<file path="src/rtl/debug_trace_pkg.sv">
// Shared trace entry type and slot-liveness rule for the debug trace serializer.
package debug_trace_pkg;

  typedef struct packed {
    logic [31:0] pc;
    logic [3:0]  wen;
    logic [4:0]  wnum;
    logic [31:0] wdata;
  } trace_entry_t;

  // A slot that writes nothing (no byte enables or r0) is invisible to the golden trace.
  function automatic logic trace_live(input trace_entry_t entry,
                                      input logic         valid,
                                      input logic         drop_no_write);
    logic live;
    live = valid;
    if (drop_no_write && ((entry.wen == 4'd0) || (entry.wnum == 5'd0)))
      live = 1'b0;
    return live;
  endfunction

endpackage

</file>
<file path="src/rtl/trace_fifo_2w1r.sv">
// Trace buffer with two ordered write ports and one read port; wr1 is only used together with wr0.
// head_next is the entry that will sit at the head after this cycle's read and writes.
module trace_fifo_2w1r
  import debug_trace_pkg::*;
#(
  parameter int DEPTH = 8
) (
  input  logic                     clk,
  input  logic                     resetn,
  input  logic                     wr0_en,
  input  trace_entry_t             wr0_data,
  input  logic                     wr1_en,
  input  trace_entry_t             wr1_data,
  input  logic                     rd_en,
  output logic [$clog2(DEPTH):0]   count,
  output trace_entry_t             head_next,
  output logic                     head_next_valid
);

  localparam int AW = $clog2(DEPTH);
  localparam int CW = AW + 1;

  trace_entry_t    mem [DEPTH];
  logic [AW-1:0]   rd_ptr;
  logic [AW-1:0]   wr_ptr;
  logic [AW-1:0]   rd_ptr1;
  logic [AW-1:0]   wr_ptr1;
  logic [CW-1:0]   cnt;
  logic [CW-1:0]   rem;
  logic [1:0]      n_wr;

  assign rd_ptr1 = rd_ptr + AW'(1);
  assign wr_ptr1 = wr_ptr + AW'(1);
  assign n_wr    = {1'b0, wr0_en} + {1'b0, wr1_en};
  assign rem     = cnt - CW'(rd_en);
  assign count   = cnt;

  always_ff @(posedge clk) begin
    if (wr0_en) mem[wr_ptr]  <= wr0_data;
    if (wr1_en) mem[wr_ptr1] <= wr1_data;
  end

  // Pointers are AW bits wide, so they wrap modulo DEPTH on their own.
  always_ff @(posedge clk) begin
    if (!resetn) begin
      rd_ptr <= '0;
      wr_ptr <= '0;
      cnt    <= '0;
    end else begin
      rd_ptr <= rd_ptr + AW'(rd_en);
      wr_ptr <= wr_ptr + AW'(n_wr);
      cnt    <= rem + CW'(n_wr);
    end
  end

  always_comb begin
    head_next       = mem[rd_ptr];
    head_next_valid = 1'b0;
    if (rem != '0) begin
      head_next       = rd_en ? mem[rd_ptr1] : mem[rd_ptr];
      head_next_valid = 1'b1;
    end else if (wr0_en) begin
      head_next       = wr0_data;
      head_next_valid = 1'b1;
    end
  end

endmodule

</file>
<file path="src/rtl/debug_trace_serializer.sv">
// Serializes up to two retired instructions per cycle into the single-issue debug trace, oldest first.
// Entry pushed at N is shown at N+1; retire_stall asks writeback to hold once the buffer nears full.
module debug_trace_serializer
  import debug_trace_pkg::*;
#(
  parameter int DEPTH         = 8,
  parameter bit DROP_NO_WRITE = 1'b1
) (
  input  logic        clk,
  input  logic        resetn,
  input  logic [3:0]  wb_rf_wen,
  input  logic        wb_valid,
  input  logic [31:0] wb_pc,
  input  logic [4:0]  wb_rf_wnum,
  input  logic [31:0] wb_rf_wdata,
  input  logic        wb1_valid,
  input  logic [31:0] wb1_pc,
  input  logic [3:0]  wb1_rf_wen,
  input  logic [4:0]  wb1_rf_wnum,
  input  logic [31:0] wb1_rf_wdata,
  input  logic        wb1_first,
  input  logic        out_ready,
  output logic [31:0] debug_wb_pc,
  output logic [3:0]  debug_wb_rf_wen,
  output logic [4:0]  debug_wb_rf_wnum,
  output logic [31:0] debug_wb_rf_wdata,
  output logic        out_valid,
  output logic        retire_stall,
  output logic        overflow
);

  localparam int CW = $clog2(DEPTH) + 1;

  trace_entry_t  e0, e1, push0, push1, head_next, out_q;
  logic          live0, live1, head_next_valid, pop;
  logic          acc0, acc1, lost;
  logic [1:0]    n_live;
  logic [CW-1:0] count, space;
  logic          overflow_q;

  assign e0 = '{pc: wb_pc,  wen: wb_rf_wen,  wnum: wb_rf_wnum,  wdata: wb_rf_wdata};
  assign e1 = '{pc: wb1_pc, wen: wb1_rf_wen, wnum: wb1_rf_wnum, wdata: wb1_rf_wdata};

  assign live0 = trace_live(e0, wb_valid,  DROP_NO_WRITE);
  assign live1 = trace_live(e1, wb1_valid, DROP_NO_WRITE);

  // Compact live slots onto push0/push1, older first; a lone slot always goes to push0.
  always_comb begin
    push0  = e0;
    push1  = e1;
    n_live = 2'd0;
    if (live0 && live1) begin
      n_live = 2'd2;
      if (wb1_first) begin
        push0 = e1;
        push1 = e0;
      end
    end else if (live0) begin
      n_live = 2'd1;
      push0  = e0;
    end else if (live1) begin
      n_live = 2'd1;
      push0  = e1;
    end
  end

  assign out_valid = (count != '0);
  assign pop       = out_valid && out_ready;
  assign space     = CW'(DEPTH) - count + CW'(pop);
  assign acc0      = (n_live != 2'd0) && (space != '0);
  assign acc1      = (n_live == 2'd2) && (space >= CW'(2));
  assign lost      = CW'(n_live) > space;

  trace_fifo_2w1r #(
    .DEPTH (DEPTH)
  ) u_fifo (
    .clk             (clk),
    .resetn          (resetn),
    .wr0_en          (acc0),
    .wr0_data        (push0),
    .wr1_en          (acc1),
    .wr1_data        (push1),
    .rd_en           (pop),
    .count           (count),
    .head_next       (head_next),
    .head_next_valid (head_next_valid)
  );

  // Output register mirrors the buffer head; it only loads when an entry will be presented,
  // so pc/wnum/wdata keep their last value while the buffer is empty.
  always_ff @(posedge clk) begin
    if (!resetn) begin
      out_q      <= '0;
      overflow_q <= 1'b0;
    end else begin
      if (head_next_valid) out_q <= head_next;
      if (lost) overflow_q <= 1'b1;
    end
  end

  assign debug_wb_pc       = out_q.pc;
  assign debug_wb_rf_wen   = out_valid ? out_q.wen : 4'd0;
  assign debug_wb_rf_wnum  = out_q.wnum;
  assign debug_wb_rf_wdata = out_q.wdata;
  assign retire_stall      = count >= CW'(DEPTH - 2);
  assign overflow          = overflow_q;

endmodule
</file>
<file path="config.mk">
export PLATFORM = sky130hd
export DESIGN_NAME = debug_trace_serializer
export DESIGN_NICKNAME = d
export VERILOG_FILES = /design/src/rtl/debug_trace_pkg.sv /design/src/rtl/trace_fifo_2w1r.sv /design/src/rtl/debug_trace_serializer.sv
export SDC_FILE = /design/constraint.sdc
export NUM_CORES = 2
export LEC_CHECK = 0
export ABC_AREA = 1
export CAP_MARGIN = 10
export CORE_UTILIZATION = 25
export DETAILED_ROUTE_END_ITERATION = 16
export SLEW_MARGIN = 20
export SYNTH_ARGS = -nofsm -noshare
export SYNTH_HDL_FRONTEND = slang
export SYNTH_HIERARCHICAL = 1
export SYNTH_SLANG_ARGS = --single-unit
</file>
<file path="constraint.sdc">
create_clock -name clk -period 10.45 [get_ports clk]
set_input_delay 2.09 -clock clk [delete_from_list [all_inputs] [get_ports clk]]
set_output_delay 2.09 -clock clk [all_outputs]
set_load 0.01 [all_outputs]
</file>
### After elaboration in Yosys (flattened, before gate mapping)

Memories as Yosys holds them, arrays and structs flattened. A register that Yosys moved wholly into a read port is not among the register bits.
Cells that the tools add are included.

| word-level totals | value |
|---|---|
| register bits after elaboration | 84 |
| memory bits (writable) | 584 |
| output and inout port bits | 76 |
| memories | 1 |

| operators by class | value |
|---|---|
| add/subtract/negate cells | 9 |
| order comparisons | 3 |
| eq/ne operators | 1 |
| multiplexer cells | 21 |
| reduce and logical (&&, ||, !) cells | 14 |

Memories:

| memory | words | bits a word | read ports | clocked after Yosys merged registers in | write ports | RTL line | text |
|---|---|---|---|---|---|---|---|
| u_fifo.mem | 8 | 73 | 2 | 1 | 2 | trace_fifo_2w1r.sv:23 | `trace_entry_t mem [DEPTH];` |

Operators by type and width:

| cell | number |
|---|---|
| 2-to-1 mux 73 bit | 9 |
| nonzero test 4 bit | 3 |
| logical NOT 5 bit | 2 |
| 2-to-1 mux 1 bit | 9 |
| logical NOT 4 bit | 2 |
| adder 3 x 1 -> 3 bit (second input constant) | 2 |
| adder 4 x 1 -> 4 bit | 1 |
| adder 4 x 2 -> 4 bit | 1 |
| greater-or-equal comparator 4 x 2 -> 1 bit (second input constant) | 1 |
| greater-or-equal comparator 4 x 3 -> 1 bit (second input constant) | 1 |
| > comparator 2 x 4 -> 1 bit | 1 |
| logical AND 1 bit | 4 |
| 2-to-1 mux 4 bit | 1 |
| subtractor 4 x 1 -> 4 bit | 1 |
| subtractor 4 bit (first input constant) | 1 |
| adder 3 x 1 -> 3 bit | 1 |
| adder 3 x 2 -> 3 bit | 1 |
| 2-to-1 mux 3 bit | 1 |
| adder 1 x 1 -> 2 bit | 1 |
| equality test 2 bit (second input constant) | 1 |
| logical OR 1 bit | 2 |
| 2-to-1 mux 2 bit | 1 |
| nonzero test 2 bit | 1 |

### Logic depth before layout (Yosys ltp)

| depth | value |
|---|---|
| word-level depth | 10 |
| gate-level depth with buffers | 22 |
| gate-level depth less buffers | 19 |

### Hierarchy

Netlist, hierarchy kept.

By module, submodules not included:

| module | times used | cells each | area an instance (µm²) | seq. area each (µm²) |
|---|---|---|---|---|
| trace_fifo_2w1r | 1 | 5757 | 39506.6 | 17737.0 |
| debug_trace_serializer | 1 | 1246 | 6990.5 | 1481.4 |

### Worst setup path after synthesis

OpenSTA, ideal clock, no wires.

| timing path | value |
|---|---|
| path type | input to register |
| start point | input wb1_rf_wen[2] |
| end point | memory u_fifo/mem[4][0] (netlist name) (enable) |
| setup time | 605 ps |
| arrival | 8752 ps |
| path slack | 1093 ps |
| stages on the path | 13 |
| buffers on the path | 2 |
| cell sequence | nor2_1 > nand2_1 > nand2_1 > nor2_4 > buf_2 > inv_1 > ha_1 > o21bai_1 > inv_1 > inv_1 > clkbuf_1 > or2_2 > o21ai_0 |

RTL lines:

| element | RTL line | text |
|---|---|---|
| start: declaration | debug_trace_serializer.sv:18 | `input logic [3:0] wb1_rf_wen,` |
| end: declaration | trace_fifo_2w1r.sv:23 |  |

==> metrics.md <==
| Metric | Value |
|---|---|
| Worst Hold Launch | `debug_wb_pc[24]$_SDFFE_PN0P_` |
| Slew Limit Fails | `0` |
| GRT Overall Usage | `18.8%` |
| H-tree levels | `3` |
| I/O pins | `228` |
| Sw frac | `46.6%` |
| Final hold violations | `0` |
| Antenna Violating Nets Remaining | `0` |
| Post-CTS setup buffer count | `0` |
| Register bit total from synthesis | `668` |
| Arrival time at the worst endpoint | `6.51 ns` |
| # nets final | `6,914` |
| Sw Pwr | `6.58 mW` |
| Slew headroom | `18.8%` |
| First-pass GRT wire length | `268,000 µm` |
| Multi-input logic area | `0.0214 mm²` |
| Syn avg cell area | `6.64 µm²` |
| Initial core utilization | `25.3%` |
| Grt ovf | `0` |
| Post-synth cell types | `31` |
| Synthesis-to-layout area growth | `12.6%` |
| Cell Area, Placed | `0.0498 mm²` |
| Pin count of the biggest net entering global routing | `245` |
| Clock Skews | `0.0132 ns` |
| Hold/Removal Path Class | `reg2reg` |
| Fin area | `0.0523 mm²` |
| Netlist Area Pre-Place | `0.0465 mm²` |
| Internal power | `7.54 mW` |
| Worst-Margin Slew | `1.22 ns` |
| CTS tree | `yes` |
| Status | `finished clean` |
| Met1 Use GR | `22.2%` |
| Die span in x | `433 µm` |
| Top FF cell, synth | `edfxtp_1` |
| Critical path fanouts, max | `74` |
| Met3 Use GR | `3.15%` |
| Cts bufs inserted | `75` |
| Hold depth | `2` |
| RePlAce Congestion | `0.825` |
| Depth of the worst register-to-register path | `18` |
| Worst path required time | `10.74 ns` |
| Final Cycle Share | `59.5%` |
| Leak Pwr | `24.5 nW` |
| Worst setup margin | `4.23 ns` |
| Layout fillers | `19,800` |
| Reg2Reg Launch Point | `u_fifo/count[1]$_SDFF_PN0_` |
| Most frequent cells in the layout | `nand2_1 (2,507), nand3_1 (1,172), inv_1 (839)` |
| DRC | `0` |
| Synthesized netlist net count | `7,174` |
| Bufs on Longest Clock Path | `3` |
| Buffers added on ports | `227` |
| Comb pwr share | `51.9%` |
| Setup CP Type | `in2reg` |
| Yosys synthesis warning count | `6` |
| Sequential share of power | `28.3%` |
| Critical path endpoint category | `flip-flop` |
| Hold buffer count at cts | `0` |
| Grt met2 use | `32.5%` |
| Final Setup Violations | `0` |
| WL per Instance | `19.5 µm` |
| Clock Tree Root | `clkbuf_16` |
| RSZ-0062 raised after global routing | `no` |
| Post-synth EDFFs | `584` |
| Vias | `45,700` |
| Post-DP HPWL | `103,000 µm` |
| Share of the yosys chip area belonging to registers | `41.3%` |
| Core Region | `0.184 mm²` |
| DRT iter0 DRCs | `5,168` |
| Post-DR vias/cell | `4.93` |
| Layout cells sized above 1 | `3.35%` |
| Max cap viols | `0` |
| DIE AREA | `0.188 mm²` |
| Maximum vdd ir drop | `0.226 mV` |
| Worst skew pair latency | `0.65 ns` |
| Hold EP | `debug_wb_pc[24]$_SDFFE_PN0P_` |
| Die Y | `433 µm` |
| Register area | `0.0192 mm²` |
| Max Freq | `161 MHz` |
| Cell Rows | `157` |
| Drt pass-1 iters | `8` |
| Worst-path clk slew | `0.06 ns` |
| Tmin final | `6.22 ns` |
| Dpl ws | `3.51 ns` |
| Routed WL | `181,000 µm` |
| Clock share of power | `19.8%` |
| Largest area contributor in the netlist | `edfxtp_1` |
| Synth Instances | `7,003` |
| Clock sinks | `668` |
| Worst Setup Start Kind | `primary input` |
| Initial antenna violation count | `18` |
| Synth area leaders | `edfxtp_1 (38%), nand2_1 (20%), nand3_1 (13%), o21ai_0 (7.7%), inv_1 (6.8%)` |
| Setup TNS | `0 ns` |
| Reg2Reg Capture Point | `u_fifo/mem[3][30]$_DFFE_PP_` |
| Commonest non-fill, non-tap cell in the layout | `nand2_1` |
| Resize count post-CTS | `0` |
| GRT busiest layer | `met2` |
| Vias in the first global route | `42,900` |
| Asr flop ratio synth | `0%` |
| Synth top area share | `37.7%` |
| PwrDens | `270 mW/mm²` |
| FF-to-FF setup slack | `5.03 ns` |
## worst max-delay path, stage by stage
cell	delay [ns]
clkdlybuf4s50_1	0.51
nor2_1	0.07
nand2_1	0.07
nand2_1	0.07
nor2_4	0.35
ha_1	0.23
nand2_1	0.06
inv_1	0.09
inv_1	0.05
nor2_1	0.54
nand2_4	0.65
o21ai_4	0.20
buf_4	0.79
buf_4	0.63
## power by group through the flow
stage	Clock (mW)	Sequential, mW	Combinational (mW)
2_1_floorplan	0	4.03	5.07
3_3_place_gp	0	4.05	7.09
3_5_place_dp	0	4.06	7.21
4_1_cts	2.84	4.00	7.25
5_1_grt	2.93	4.06	8.11
6_report	2.80	4.00	7.32
## sequential cells by signal, indices dropped and copies added (netlist names)
register,count
u_fifo/wr_ptr,3
overflow,1
debug_wb_rf_wdata,32
u_fifo/count,4
out_q,4
debug_wb_rf_wnum,5
u_fifo/mem,584
u_fifo/rd_ptr,3
debug_wb_pc,32
## layer usage
layer	share of wire (%)	vias to the layer above
li1	-	21800
met1	38	21100
met2	48	2217
met3	8.7	499
met4	5.2	30
met5	0.11	-
## final cells by class
type	count	area share [%]
Clock buffer	101	4.19
Clock inverter	35	0.717
Inverter	848	6.12
Sequential cell	668	36.7
Antenna cell	4	0.0191
Timing Repair Buffer	296	5.42
Multi-Input combinational cell	4854	40.9
Tap cell	2464	5.89
## stage by stage
step                utilization [%]  hold slack, ns  power [mW]  instances
floorplan                         -           0.434        9.11       7003
global placement               27.1           0.480        11.1       9130
detailed placement             27.1           0.486        11.3       9130
CTS                            28.5           0.504        14.1       9266
global route                   28.5           0.529        15.1       9266
finish                         28.5           0.494        14.1       9270
## logic make-up (layout without fill, tap and decap cells)
kind of cell	count (synthesis)	in the layout	synth area share (%)
adders and majority gates	19	19	0.544
xor gates and xnor gates	8	8	0.183
other	0	4	0
and+or+nand+nor	4002	4002	35.5
DFF	668	668	41.3
buffers and inverters	1481	1280	13.1
AOI/OAI and AO/OA	825	825	9.29
## synth_stat cells, drive strengths merged (2+ instances only)
| cell type | n |
|---|---|
| ha | 17 |
| nand2 | 2518 |
| nand3 | 1174 |
| edfxtp | 584 |
| fa | 2 |
| buf | 281 |
| xnor2 | 2 |
| xor2 | 6 |
| o21bai | 2 |
| o211ai | 73 |
| nor2 | 307 |
| dfxtp | 84 |
| o21ai | 742 |
| a21oi | 7 |
| inv | 848 |
| clkbuf | 352 |
## worst max path at each step
stage / startpoint / endpoint / cells past startpoint
2_1_floorplan: wb1_rf_wen[2] / u_fifo/mem[4][0]$_DFFE_PP_ / 13
3_3_place_gp: out_ready / u_fifo/mem[3][49]$_DFFE_PP_ / 17
3_5_place_dp: wb1_rf_wen[2] / u_fifo/mem[3][71]$_DFFE_PP_ / 14
4_1_cts: wb1_rf_wen[2] / u_fifo/mem[3][27]$_DFFE_PP_ / 14
5_1_grt: out_ready / u_fifo/mem[3][27]$_DFFE_PP_ / 17
6_report: wb1_rf_wen[2] / u_fifo/mem[3][30]$_DFFE_PP_ / 14
Power figures use the tool's default switching activity.
